**config.mk**
```make
export PLATFORM = sky130hd
export DESIGN_NAME = fifo_uart_tx
export DESIGN_NICKNAME = d
export VERILOG_FILES = /design/src/rtl/fifo_uart_tx.sv
export SDC_FILE = /design/constraint.sdc
export NUM_CORES = 1
export LEC_CHECK = 0
export ABC_AREA = 1
export CAP_MARGIN = 20
export CORE_MARGIN = 8
export CORE_UTILIZATION = 40
export CTS_CLUSTER_SIZE = 12
export DETAILED_ROUTE_END_ITERATION = 10
export GPL_TIMING_DRIVEN = 0
export HOLD_SLACK_MARGIN = 0.08
export PLACE_DENSITY_LB_ADDON = 0.05
export SYNTH_ARGS = -nofsm -noshare
export SYNTH_HDL_FRONTEND = slang
export SYNTH_SLANG_ARGS = --single-unit
```
**constraint.sdc**
```tcl
create_clock -name clk -period 1.31 [get_ports clk]
set_input_delay 0.131 -clock clk [delete_from_list [all_inputs] [get_ports clk]]
set_output_delay 0.131 -clock clk [all_outputs]
set_load 0.005 [all_outputs]
```
**src/rtl/fifo_uart_tx.sv**
```systemverilog
// Serial transmitter fed by a synchronous FIFO's registered read port.
// Frame: start, DATA_WIDTH data bits LSB first, optional even parity, 1 or 2 stop bits.
module fifo_uart_tx #(
   parameter int DATA_WIDTH   = 8,
   parameter int CLKS_PER_BIT = 16,
   parameter int CNT_WIDTH    = 4,
   parameter int PARITY_EN    = 0,
   parameter int STOP_BITS    = 1
) (
   input  logic                  clk,
   input  logic                  rst,
   input  logic                  enable,
   input  logic                  fifo_empty,
   input  logic [DATA_WIDTH-1:0] fifo_data,
   output logic                  fifo_r_en,
   output logic                  tx,
   output logic                  busy,
   output logic                  tx_done
);

   typedef enum logic [2:0] {
      IDLE   = 3'd0,
      FETCH  = 3'd1,
      LOAD   = 3'd2,
      START  = 3'd3,
      DATA   = 3'd4,
      PARITY = 3'd5,
      STOP   = 3'd6
   } state_t;

   localparam int IDX_WIDTH = 8;
   localparam logic [CNT_WIDTH-1:0] BAUD_LAST = CNT_WIDTH'(CLKS_PER_BIT - 1);
   localparam logic [CNT_WIDTH-1:0] CNT_ZERO  = {CNT_WIDTH{1'b0}};
   localparam logic [CNT_WIDTH-1:0] CNT_ONE   = CNT_WIDTH'(1'b1);
   localparam logic [IDX_WIDTH-1:0] DATA_LAST = IDX_WIDTH'(DATA_WIDTH - 1);
   localparam logic [IDX_WIDTH-1:0] STOP_LAST = IDX_WIDTH'(STOP_BITS - 1);
   localparam logic [IDX_WIDTH-1:0] IDX_ZERO  = {IDX_WIDTH{1'b0}};
   localparam logic [IDX_WIDTH-1:0] IDX_ONE   = IDX_WIDTH'(1'b1);

   function automatic logic even_parity(input logic [DATA_WIDTH-1:0] d);
      return ^d;
   endfunction

   state_t                state_r;
   logic [CNT_WIDTH-1:0]  baud_cnt_r;
   logic [IDX_WIDTH-1:0]  bit_idx_r;
   logic [DATA_WIDTH-1:0] shift_r;
   logic                  parity_r;
   logic                  bit_end_s;
   logic                  fetch_ok_s;
   logic [DATA_WIDTH-1:0] shift_nxt_s;

   assign bit_end_s   = (baud_cnt_r == BAUD_LAST);
   assign fetch_ok_s  = enable && !fifo_empty;
   assign shift_nxt_s = {1'b0, shift_r[DATA_WIDTH-1:1]};

   // Frame sequencer: state, baud/bit counters, shift register and every output register.
   always_ff @(posedge clk) begin
      if (rst) begin
         state_r    <= IDLE;
         baud_cnt_r <= CNT_ZERO;
         bit_idx_r  <= IDX_ZERO;
         shift_r    <= {DATA_WIDTH{1'b0}};
         parity_r   <= 1'b0;
         tx         <= 1'b1;
         fifo_r_en  <= 1'b0;
         busy       <= 1'b0;
         tx_done    <= 1'b0;
      end else begin
         tx_done   <= 1'b0;
         fifo_r_en <= 1'b0;
         case (state_r)
            IDLE: begin
               tx <= 1'b1;
               if (fetch_ok_s) begin
                  state_r   <= FETCH;
                  fifo_r_en <= 1'b1;
                  busy      <= 1'b1;
               end
            end
            FETCH: begin
               state_r <= LOAD;
            end
            // Read data is valid only now; the start bit goes out on this same edge.
            LOAD: begin
               shift_r    <= fifo_data;
               parity_r   <= even_parity(fifo_data);
               baud_cnt_r <= CNT_ZERO;
               state_r    <= START;
               tx         <= 1'b0;
            end
            START: begin
               if (bit_end_s) begin
                  baud_cnt_r <= CNT_ZERO;
                  bit_idx_r  <= IDX_ZERO;
                  state_r    <= DATA;
                  tx         <= shift_r[0];
               end else begin
                  baud_cnt_r <= baud_cnt_r + CNT_ONE;
               end
            end
            DATA: begin
               if (bit_end_s) begin
                  baud_cnt_r <= CNT_ZERO;
                  shift_r    <= shift_nxt_s;
                  if (bit_idx_r == DATA_LAST) begin
                     bit_idx_r <= IDX_ZERO;
                     if (PARITY_EN != 0) begin
                        state_r <= PARITY;
                        tx      <= parity_r;
                     end else begin
                        state_r <= STOP;
                        tx      <= 1'b1;
                     end
                  end else begin
                     bit_idx_r <= bit_idx_r + IDX_ONE;
                     tx        <= shift_nxt_s[0];
                  end
               end else begin
                  baud_cnt_r <= baud_cnt_r + CNT_ONE;
               end
            end
            PARITY: begin
               if (bit_end_s) begin
                  baud_cnt_r <= CNT_ZERO;
                  bit_idx_r  <= IDX_ZERO;
                  state_r    <= STOP;
                  tx         <= 1'b1;
               end else begin
                  baud_cnt_r <= baud_cnt_r + CNT_ONE;
               end
            end
            // bit_idx_r is reused here to count stop bits.
            STOP: begin
               tx <= 1'b1;
               if (bit_end_s) begin
                  baud_cnt_r <= CNT_ZERO;
                  if (bit_idx_r == STOP_LAST) begin
                     bit_idx_r <= IDX_ZERO;
                     tx_done   <= 1'b1;
                     if (fetch_ok_s) begin
                        state_r   <= FETCH;
                        fifo_r_en <= 1'b1;
                     end else begin
                        state_r <= IDLE;
                        busy    <= 1'b0;
                     end
                  end else begin
                     bit_idx_r <= bit_idx_r + IDX_ONE;
                  end
               end else begin
                  baud_cnt_r <= baud_cnt_r + CNT_ONE;
               end
            end
            default: begin
               state_r    <= IDLE;
               baud_cnt_r <= CNT_ZERO;
               bit_idx_r  <= IDX_ZERO;
               tx         <= 1'b1;
               busy       <= 1'b0;
            end
         endcase
      end
   end

endmodule

```
==> results of run 1 <==
timing repair:
item,4_1_cts,5_1_grt
gates resized for setup,40,34
pin swaps,11,16
buffers inserted,18,5
endpoints found under the setup margin,22,25
hold endpoints to repair,0,0
gates cloned,1,1
logic make-up (layout without fill, tap and decap cells):
logic type               count (synthesis)  in the layout  share of synthesized area
AND/OR/NAND/NOR                        118            118                      0.383
AO/OA/AOI/OAI                           41             41                      0.153
buffers and inverters                   30             73                     0.0984
flip-flops                              27             27                      0.332
adder cells (fa/ha/maj)                  3              3                     0.0231
XOR/XNOR                                 2              2                     0.0108
flip-flops by register name, indices dropped and copies added (netlist names):
name / flops
baud_cnt_r: 4
bit_idx_r: 8
busy: 1
fifo_r_en: 1
shift_r: 8
state_r: 3
tx: 1
tx_done: 1
path summary, 6_finish.rpt:
check | end | start | cells past startpoint | slack [ns]
worst max-delay path | state_r[2] | bit_idx_r[4] | 8 | -0.11
worst min-delay path | shift_r[1] | fifo_data[1] | 3 | 0.41
worst max register to register | state_r[2] | bit_idx_r[4] | 8 | -0.11
worst min register to register | tx | tx | 2 | 0.47
worst register-to-register path, delay by kind of cell (launching register included):
family | cells | cell delay [ns]
AND/OR/NAND/NOR | 8 | 0.98
flip-flops | 1 | 0.35
final cells by class:
cell class,count,area share
multi-input combinational,164,0.479
sequential,27,0.234
timing repair buffer,39,0.167
inverter,24,0.0461
buffer,6,0.0288
tap,50,0.0262
clock buffer,4,0.0188
synthesized netlist by cell type (all sizes together) (2+ instances only):
| master | count |
|---|---|
| nand2 | 55 |
| nor2 | 40 |
| dfxtp | 27 |
| inv | 24 |
| o21ai | 15 |
| a21oi | 12 |
| nand3 | 11 |
| a31oi | 9 |
| nand4 | 7 |
| buf | 5 |
| ha | 3 |
| nor3 | 3 |
| a211oi | 2 |
| xnor2 | 2 |
per-stage QoR:
step / power (mW) / hold slack, ns / instance area [um^2] / setup TNS (ns) / cells
global placement: 2.84 / 0.453 / 1850 / -3.20 / 286
detailed placement: 2.83 / 0.456 / 1850 / -3.35 / 286
floorplan: 2.44 / 0.209 / 1640 / 0 / 221
global route: 4.33 / 0.420 / 2390 / -2.49 / 314
finish: 4.06 / 0.410 / 2390 / -0.731 / 314
CTS: 3.78 / 0.407 / 2220 / -0.484 / 308
power groups by stage:
stage / Sequential, mW / Combinational, mW / Clock [mW]
global placement: 1.08 / 1.76 / 0
floorplan: 1.07 / 1.37 / 0
detailed placement: 1.08 / 1.75 / 0
CTS: 1.08 / 2.19 / 0.516
global route: 1.12 / 2.67 / 0.538
finish: 1.10 / 2.46 / 0.495
routing by layer:
| layer | routed length (um) | vias to the layer above |
|---|---|---|
| met1 | 2010 | 727 |
| li1 | - | 817 |
| met4 | 66 | 0 |
| met3 | 150 | 7 |
| met2 | 1990 | 28 |
| met5 | 0 | - |
==> flow_summary.yaml, run 1 <==
yosys:
  synth_top_area_frac: 0.332
  syn_area_um2: 1630
  synth_cell_types: 33
  syn_area_per_cell_um2: 7.37
  synth-async-reset-ratio: 0
  yosysTopAreaCell: "dfxtp_1"
  synth_edf_count: 0
  synthFlopType: "dfxtp_1"
  yosys-top-cells-area: "dfxtp_1 33%, nand2_1 11%, nor2_1 6.7%, nor2_4 5.5%, inv_1 4.2%"
  synth_seq_cells: 27
  ys_warn_count: 0
  netlist_instances: 221
  seq_area_frac_synth: 0.332
  synth.net_count: 236
floorplanning:
  start_util: 0.410
  rows: 23
  die-height_um: 79.8
  core_area_um2: 3970
  die_w_um: 79.8
  dieArea_um2: 6370
  io_pins: 16
global_routing:
  grt_pass1_vias: 1548
  grt_pass1_wl_um: 6960
  use_met1: 0.169
  grt_use_total: 0.134
  grt_max_degree: 15
  gr-total-overflow: 0
  antenna_found_initial: 0
  grtUsageMet2: 0.223
  top_usage_layer: "met2"
  grtUsageMet3: 0.0191
drt:
  vias: 1579
  drt_iter0_drc: 78
  ant_nets: 0
  routed_wl_um: 4220
  wl_per_cell_um: 13.4
  viasPerCell: 5.03
  dr.pass1.iters: 4
  drc: 0
timing:
  hold_violations: 0
  fin_skew_ns: 0.00162
  setup_viol: 18
  relSlewSlack: 0.791
  min_period_over_period: 1.09
  period_needed_ns: 1.42
  worstMarginPinSlew_ns: 0.313
  slew_viol_final: 0
  setup_ws_ns: -0.112
  grt_setup_unrepaired: "true"
  fmaxAchievable_mhz: 703
clocking:
  cts_made_buffers: 3
  cts_root_buf: "clkbuf_8"
  cts_tree: "built"
  clock_latency_ns: 0.28
  cts.sinks: 27
  cts.htree.levels: 1
  cts_buffer_depth: 2
  clk_pin_slew_ns: 0.10
  ctsHoldBuffers: 0
setup_path:
  cp_max_fo: 6
  crit_top_cell: "nor2_4"
  crit_path_top_delay_cell: "dfxtp_1"
  max_stage_delay_ns: 0.35
  arrival_ns: 1.61
  crit_type: "flip-flop to flip-flop"
  critical_path.endpoint_type: "flip-flop"
  startpoint_type: "flip-flop"
  worstPathRequired_ns: 1.49
  crit_family: "simple AND/OR/NAND/NOR gates"
  crit_buf_inv: 0
  path_cells: "nor2_1 > nand2_2 > nor2_4 > nor2_4 > nor2_4 > nand4_1 > nand2_1 > nor2_1"
finish:
  multi_input_area_um2: 1140
  seq_area_um2: 559
  diodes: 0
  mostFrequentLayoutCell: "nand2_1"
  utilization: 0.602
  fillers: 371
  synthToLayoutAreaGrowth_pct: 46.8
  layout_common_cells: "38 x nand2_1, 24 x nor2_1, 18 x dfxtp_1"
  drive_gt1_frac: 0.417
  finalNetCount: 280
power:
  combPwrFrac: 0.607
  powerDensity_nw_per_um2: 1700
  pwr-share-seq: 0.271
  peakVddDrop_mv: 1.20
  internal-power_mw: 2.29
  leakage_nw: 0.957
  switchingPower_mw: 1.77
  swShare: 0.437
  power.share.clock: 0.122
placement:
  io_buffers: 15
  gp_congestion: 0.884
  hpwl_um: 2740
  preCtsSetupSlack_ns: -0.213
run_status:
  outcome: "complete, but fails checks"
  violations: "negative setup slack"
hold_path:
  hp-class: "input port to flip-flop"
job:
  drv_cap: 0
Note: power is estimated with default switching activity, not from simulation.
==> run 2, diff against run 1 <==
--- a/config.mk
+++ b/config.mk
@@ -9,9 +9,9 @@
 export CAP_MARGIN = 20
 export CORE_MARGIN = 8
 export CORE_UTILIZATION = 40
+export CTS_CLUSTER_DIAMETER = 150
 export CTS_CLUSTER_SIZE = 12
 export DETAILED_ROUTE_END_ITERATION = 10
-export GPL_TIMING_DRIVEN = 0
 export HOLD_SLACK_MARGIN = 0.08
 export PLACE_DENSITY_LB_ADDON = 0.05
 export SYNTH_ARGS = -nofsm -noshare
==> run 2 against run 1 <==
Compared with the run above: the flow still finishes with violations (negative setup slack); sequential power barely moved; non-clock buffer count rose by 29; first-iteration DRC count rose by 46%; clock-buffer cell count did not move; via count rose by 8.7%; worst hold slack improved by 0.0062 ns; design area rose by 7.2%; worst setup slack improved by 0.052 ns; critical endpoint is now bit_idx_r[3]; largest cell class unchanged; largest power group unchanged.
==> flow_summary.yaml, run 2 (same netlist as run 1, synthesis figures left out) <==
hold_path:
  min_to: "shift_r[2]"
  hold_start: "fifo_data[2]"
  hold_path_depth: 3
  hp-class: "input port to flip-flop"
setup_path:
  path_cells: "inv_2 > ha_4 > nand3_4 > nor2_4 > nor2_4 > nor2_4 > nor2_1 > nor2_1 > nor2_1"
  timing.rr.end: "bit_idx_r[3]"
  rr_startpoint: "bit_idx_r[1]"
  crit_type: "flip-flop to flip-flop"
  cp_max_fo: 6
  rr_worst_depth: 9
  worstPathRequired_ns: 1.49
  critical_path.endpoint_type: "flip-flop"
  max_stage_delay_ns: 0.36
  crit_path_top_delay_cell: "dfxtp_2"
  crit_family: "simple AND/OR/NAND/NOR gates"
  arrival_ns: 1.55
  reg2reg_setup_slack_ns: -0.06
  crit_buf_inv: 1
  startpoint_type: "flip-flop"
timing:
  period_needed_ns: 1.37
  grt_setup_unrepaired: "true"
  fmaxAchievable_mhz: 730
  relSlewSlack: 0.719
  min_period_over_period: 1.05
  tns_ns: -0.647
  fin_skew_ns: 0.00358
  setup_viol: 23
  worstMarginPinSlew_ns: 0.421
  setup_ws_ns: -0.0595
  slew_viol_final: 0
  hold_violations: 0
global_routing:
  grt_use_total: 0.153
  antenna_found_initial: 0
  grt_pass1_wl_um: 8020
  grt_pass1_vias: 1748
  grt_max_degree: 15
  gr-total-overflow: 0
finish:
  diodes: 0
  largestRegisters: "bit_idx_r (8), shift_r (8), baud_cnt_r (4)"
  synthToLayoutAreaGrowth_pct: 57.3
  layout_common_cells: "53 x buf_4, 42 x nand2_1, 24 x nor2_1"
  mostFrequentLayoutCell: "buf_4"
  finalNetCount: 310
  utilization: 0.645
  fillers: 340
  drive_gt1_frac: 0.449
clocking:
  cts_made_buffers: 3
  cts_buffer_depth: 2
  cts_tree: "built"
  cts_root_buf: "clkbuf_8"
  cts.sinks: 27
  ctsHoldBuffers: 0
  cts.htree.levels: 1
  clock_latency_ns: 0.27
  clk_pin_slew_ns: 0.10
floorplanning:
  start_util: 0.410
  core_area_um2: 3970
  rows: 23
  die-height_um: 79.8
  io_pins: 16
  dieArea_um2: 6370
  die_w_um: 79.8
power:
  powerDensity_nw_per_um2: 1690
  leakage_nw: 1.07
  total_power_mw: 4.33
  peakVddDrop_mv: 1.24
drt:
  viasPerCell: 4.99
  wl_per_cell_um: 13.8
  dr.pass1.iters: 4
  routed_wl_um: 4740
  vias: 1717
  drt_iter0_drc: 114
  drc: 0
  ant_nets: 0
run_status:
  violations: "negative setup slack"
  outcome: "complete, but fails checks"
job:
  drv_cap: 0
placement:
  hpwl_um: 3140
  gp_congestion: 0.802
  io_buffers: 15
-- run 2: tightest hold or removal path, stage by stage --
cell             delay, ns
clkdlybuf4s50_1       0.39
nand2_1               0.06
a31oi_1               0.07
-- run 2: worst max path at each step --
stage / start / to / slack (ns) / cells after the start
CTS: bit_idx_r[0] / state_r[0] / -0.04 / 8
floorplan: baud_cnt_r[0] / bit_idx_r[4] / 0.007 / 8
finish: bit_idx_r[1] / bit_idx_r[3] / -0.06 / 9
global placement: bit_idx_r[0] / state_r[2] / -0.18 / 9
global route: baud_cnt_r[1] / bit_idx_r[1] / -0.15 / 7
detailed placement: bit_idx_r[0] / state_r[2] / -0.18 / 9
-- run 2: cell type report --
cell class              instances  area, um^2  share of cell area
multi-input cells             165        1130               0.442
inverters                      24         108              0.0420
clock buffers                   4        45.0              0.0176
repair buffers                 74         658               0.257
well taps                      50        62.6              0.0244
flip-flops and latches         27         556               0.217
-- run 2: through the flow --
stage,cells,hold slack [ns],instance area [um^2],setup WS (ns)
2_1_floorplan,221,0.209,1640,0.00707
3_3_place_gp,323,0.447,2140,-0.184
3_5_place_dp,323,0.457,2140,-0.178
4_1_cts,342,0.421,2480,-0.0423
5_1_grt,344,0.427,2560,-0.153
6_report,344,0.416,2560,-0.0595
-- run 2: where the power goes --
group	total, mW	internal (mW)	switching, mW	leakage (nW)
logic	2.71	1.29	1.42	0.828
clock network	0.502	0.218	0.283	0.0228
registers	1.12	0.992	0.125	0.224
-- run 2: timing repair --
action	in CTS	in global routing
setup endpoints to repair	25	27
pin swaps	17	13
setup buffers	13	2
gates cloned	2	0
gates resized for setup	46	15
-- run 2: routing by layer --
metal	GRT usage	share of wire
met4	0.0327	0.014
met3	0.0225	0.026
met2	0.274	0.51
met5	0	0
met1	0.187	0.45
==> run 3, diff against run 2 <==
--- a/config.mk
+++ b/config.mk
@@ -13,6 +13,7 @@
 export CTS_CLUSTER_SIZE = 12
 export DETAILED_ROUTE_END_ITERATION = 10
 export HOLD_SLACK_MARGIN = 0.08
+export MAX_ROUTING_LAYER = met4
 export PLACE_DENSITY_LB_ADDON = 0.05
 export SYNTH_ARGS = -nofsm -noshare
 export SYNTH_HDL_FRONTEND = slang
==> run 3 against run 2 <==
Compared with the run above: the run still ends with negative setup slack left; design area decreased by 1.1%; sequential share of layout area increased by 0.24 points; die area unchanged; clock power about the same; worst setup slack got worse by 0.0018 ns; clock-buffer cell count unchanged; combinational power decreased by 3%; final cell count decreased by 0.29%; maximum frequency decreased by 0.13%.
==> flow_summary.yaml, run 3 (same netlist as run 1, synthesis figures left out) <==
hold_path:
  hold_start: "fifo_data[2]"
  hp-class: "input port to flip-flop"
finish:
  largestRegisters: "bit_idx_r (8), shift_r (8), baud_cnt_r (4)"
  diodes: 0
  drive_gt1_frac: 0.447
  mostFrequentLayoutCell: "buf_4"
  fillers: 344
  finalNetCount: 309
  seq_area_um2: 556
  layout_common_cells: "53 x buf_4, 42 x nand2_1, 24 x nor2_1"
  multi_input_area_um2: 1130
  fin_cells: 343
  synthToLayoutAreaGrowth_pct: 55.6
  fin_area_um2: 2530
timing:
  hold_violations: 0
  setup_viol: 23
  tns_ns: -0.632
  min_period_over_period: 1.05
  period_needed_ns: 1.37
  worstMarginPinSlew_ns: 0.418
  slew_viol_final: 0
  fin_skew_ns: 0.00245
  relSlewSlack: 0.721
  fmaxAchievable_mhz: 729
  grt_setup_unrepaired: "true"
  setup_ws_ns: -0.0613
global_routing:
  grt_use_total: 0.157
  antenna_found_initial: 0
  grt_pass1_vias: 1752
  grt_max_degree: 15
  gr-total-overflow: 0
  grt_pass1_wl_um: 7990
drt:
  drt_iter0_drc: 99
  drc: 0
  wl_per_cell_um: 13.7
  vias: 1713
  ant_nets: 0
  routed_wl_um: 4690
  viasPerCell: 4.99
  dr.pass1.iters: 4
run_status:
  violations: "negative setup slack"
  outcome: "complete, but fails checks"
clocking:
  cts_buffer_depth: 2
  cts_tree: "built"
  cts_root_buf: "clkbuf_8"
  cts_made_buffers: 3
  clk_pin_slew_ns: 0.10
  ctsHoldBuffers: 0
  cts.htree.levels: 1
  clock_latency_ns: 0.27
  cts.sinks: 27
floorplanning:
  die_w_um: 79.8
  io_pins: 16
  start_util: 0.410
  core_area_um2: 3970
  die-height_um: 79.8
  rows: 23
  dieArea_um2: 6370
placement:
  dp_cells: 323
  hpwl_um: 3140
  preCtsSetupSlack_ns: -0.178
  gp_congestion: 0.814
  dpl_cell_area_um2: 2140
  io_buffers: 15
setup_path:
  crit_path_top_delay_cell: "dfxtp_2"
  arrival_ns: 1.55
  critical_path.endpoint_type: "flip-flop"
  startpoint_type: "flip-flop"
  crit_type: "flip-flop to flip-flop"
  max_stage_delay_ns: 0.36
  cp-startpoint: "bit_idx_r[1]"
  cp_max_fo: 6
  rr_startpoint: "bit_idx_r[1]"
  worstPathRequired_ns: 1.49
  path_cells: "inv_2 > ha_4 > nand3_4 > nor2_4 > nor2_4 > nor2_4 > nor2_1 > nor2_1 > nor2_1"
  reg2reg_setup_slack_ns: -0.06
job:
  drv_cap: 0
power:
  peakVddDrop_mv: 1.24
  powerDensity_nw_per_um2: 1680
  leakage_nw: 1.06
  total_power_mw: 4.26
[run 3: timing repair]
item	4_1_cts	5_1_grt
pin swaps	17	13
resized for setup	46	15
endpoints found under the setup margin	25	27
gates cloned	2	0
setup buffers	13	2
[run 3: worst max-delay path, delay by kind of cell (launching register included)]
kind	cells	cell delay, ns
fa+ha+maj	1	0.14
buf+inv	1	0.07
flops	1	0.36
simple gates	7	0.71
[run 3: metrics by stage]
stage | hold WS (ns) | util
6_report | 0.417 | 0.638
5_1_grt | 0.427 | 0.638
4_1_cts | 0.421 | 0.624
3_5_place_dp | 0.457 | 0.538
3_3_place_gp | 0.447 | 0.538
2_1_floorplan | 0.209 | -
[run 3: where the power goes]
group          switching, mW  internal, mW
clock network          0.283         0.218
registers              0.125         0.992
logic                   1.41          1.24
total                   1.81          2.45
[run 3: layout make-up]
cell class,instances,area share
sequential,27,0.219
tap,50,0.0247
timing repair buffer,73,0.249
inverter,24,0.0425
clock buffer,4,0.0178
multi-input combinational,165,0.447
[run 3: path summary, 6_finish.rpt]
kind,to,depth (start not counted)
worst max register to register,bit_idx_r[3],9
worst min register to register,shift_r[7],2
worst min-delay path,shift_r[2],3
worst max-delay path,bit_idx_r[3],9
[run 3: per-layer routing]
metal	GRT usage	routed length, um	vias to the layer above
met1	0.188	2150	797
li1	-	-	878
met3	0.0191	146	6
met5	-	0	-
met4	0.0327	68	0
met2	0.274	2330	32
==> patch: new RTL, config.mk and constraints of run 3 <==
Change the parameter `PARITY_EN` from 0 to 1.
--- a/src/rtl/fifo_uart_tx.sv
+++ b/src/rtl/fifo_uart_tx.sv
@@ -4,7 +4,7 @@
    parameter int DATA_WIDTH   = 8,
    parameter int CLKS_PER_BIT = 16,
    parameter int CNT_WIDTH    = 4,
-   parameter int PARITY_EN    = 0,
+   parameter int PARITY_EN    = 1,
    parameter int STOP_BITS    = 1
 ) (
    input  logic                  clk,
Function: same outputs for any inputs over 10 cycles, from zero or initial values and one cycle with rst high; that may be too few to reach the edited logic, so the function may still have changed.
==> patch against run 3 <==
- worst hold slack better by 0.051 ns
- count of clock-buffer cells in the layout is 1 lower
- worst setup slack better by 0.019 ns
- first-iteration DRC count fell by 42%
- non-clock buffer count is 10 lower
- clock skew about the same
- routed wire length decreased by 6.2%
- design area increased by 0.89%
- sequential power grew 6%
- the flow still finishes with violations (setup timing)
- final cell count up 5.0%
- synthesized area increased by 4.5%
- sequential cell count up 1
- power fell by 3.5%
==> patch: results (changes against run 3) <==
| Metric | Value |
|---|---|
| # fillers | `391 (+14%)` |
| Failing checks | `setup timing` |
| Largest delay contributor family on the critical path | `flip-flops` |
| Met3 Use GR | `1.88% (-0.038 points)` |
| GRT Total Usage | `14.1% (-1.6 points)` |
| Leakage | `0.00107 uW (+1.0%)` |
| Final worst setup slack | `-0.0428 ns (+0.0186 ns)` |
| Dpl cells | `349 (+8.0%)` |
| Clock Skew | `0.00270 ns (+0.000250 ns)` |
| First-pass GRT wire length | `7.30 mm (-8.6%)` |
| CP Max Fanout | `7 (+1)` |
| FF+latch count, synth | `28 (+3.7%)` |
| Hold WS | `0.467 ns (+0.0506 ns)` |
| Relative slew slack | `84.9% (+13 points)` |
| Multi-input gates | `188 (+14%)` |
| Top cells by area, synth | `dfxtp_1, nand2_1, nand3_1` |
| R2R cell count | `6 (-3)` |
| Clk tree area frac | `1.62% (-0.16 points)` |
| Peak VDD IR | `0.716 mV (-42%)` |
| Vias in the first global route | `1681 (-4.1%)` |
| Logic inverters | `28 (+17%)` |
| Final setup viols | `10 (-57%)` |
| Post-CTS Resized | `20 (-57%)` |
| Status | `complete, but fails checks` |
| Critical Path AT | `1.53 ns (-0.02 ns)` |
| NonClk Buf Share | `21.8% (-3.1 points)` |
| Multi-input gate share of total cell area | `47.2% (+2.5 points)` |
| Routed length per placed instance | `12.2 um (-11%)` |
| TritonRoute pass-1 iters | `5 (+1)` |
-- patch: changes by cell type in the layout (fill, tap and decap cells not counted), sizes merged, moves of 3 or more --
cell,run 3,this run
nand2,55,71
nand3,12,25
nor2,40,27
buf,58,47
a21oi,12,19
nand4,7,1
xor2,0,5
nand3b,0,3
xnor2,2,5
-- patch: cell families after synthesis --
family	synth area share, %
buffers and inverters	8.54
DFF	33.0
xor gates and xnor gates	5.15
and+or+nand+nor	35.0
adders and majority gates	2.21
AOI/OAI and AO/OA	16.2
-- patch: metrics by stage --
| step | instance area (um2) | TNS, ns | total power [uW] |
|---|---|---|---|
| after detailed placement | 2220 | -0.746 | 3160 |
| after global placement | 2220 | -0.631 | 3150 |
| final | 2560 | -0.267 | 4110 |
| after global routing | 2560 | -1.68 | 4420 |
| after CTS | 2350 | -0.00233 | 3820 |
| after floorplan | 1710 | -0.0124 | 2370 |
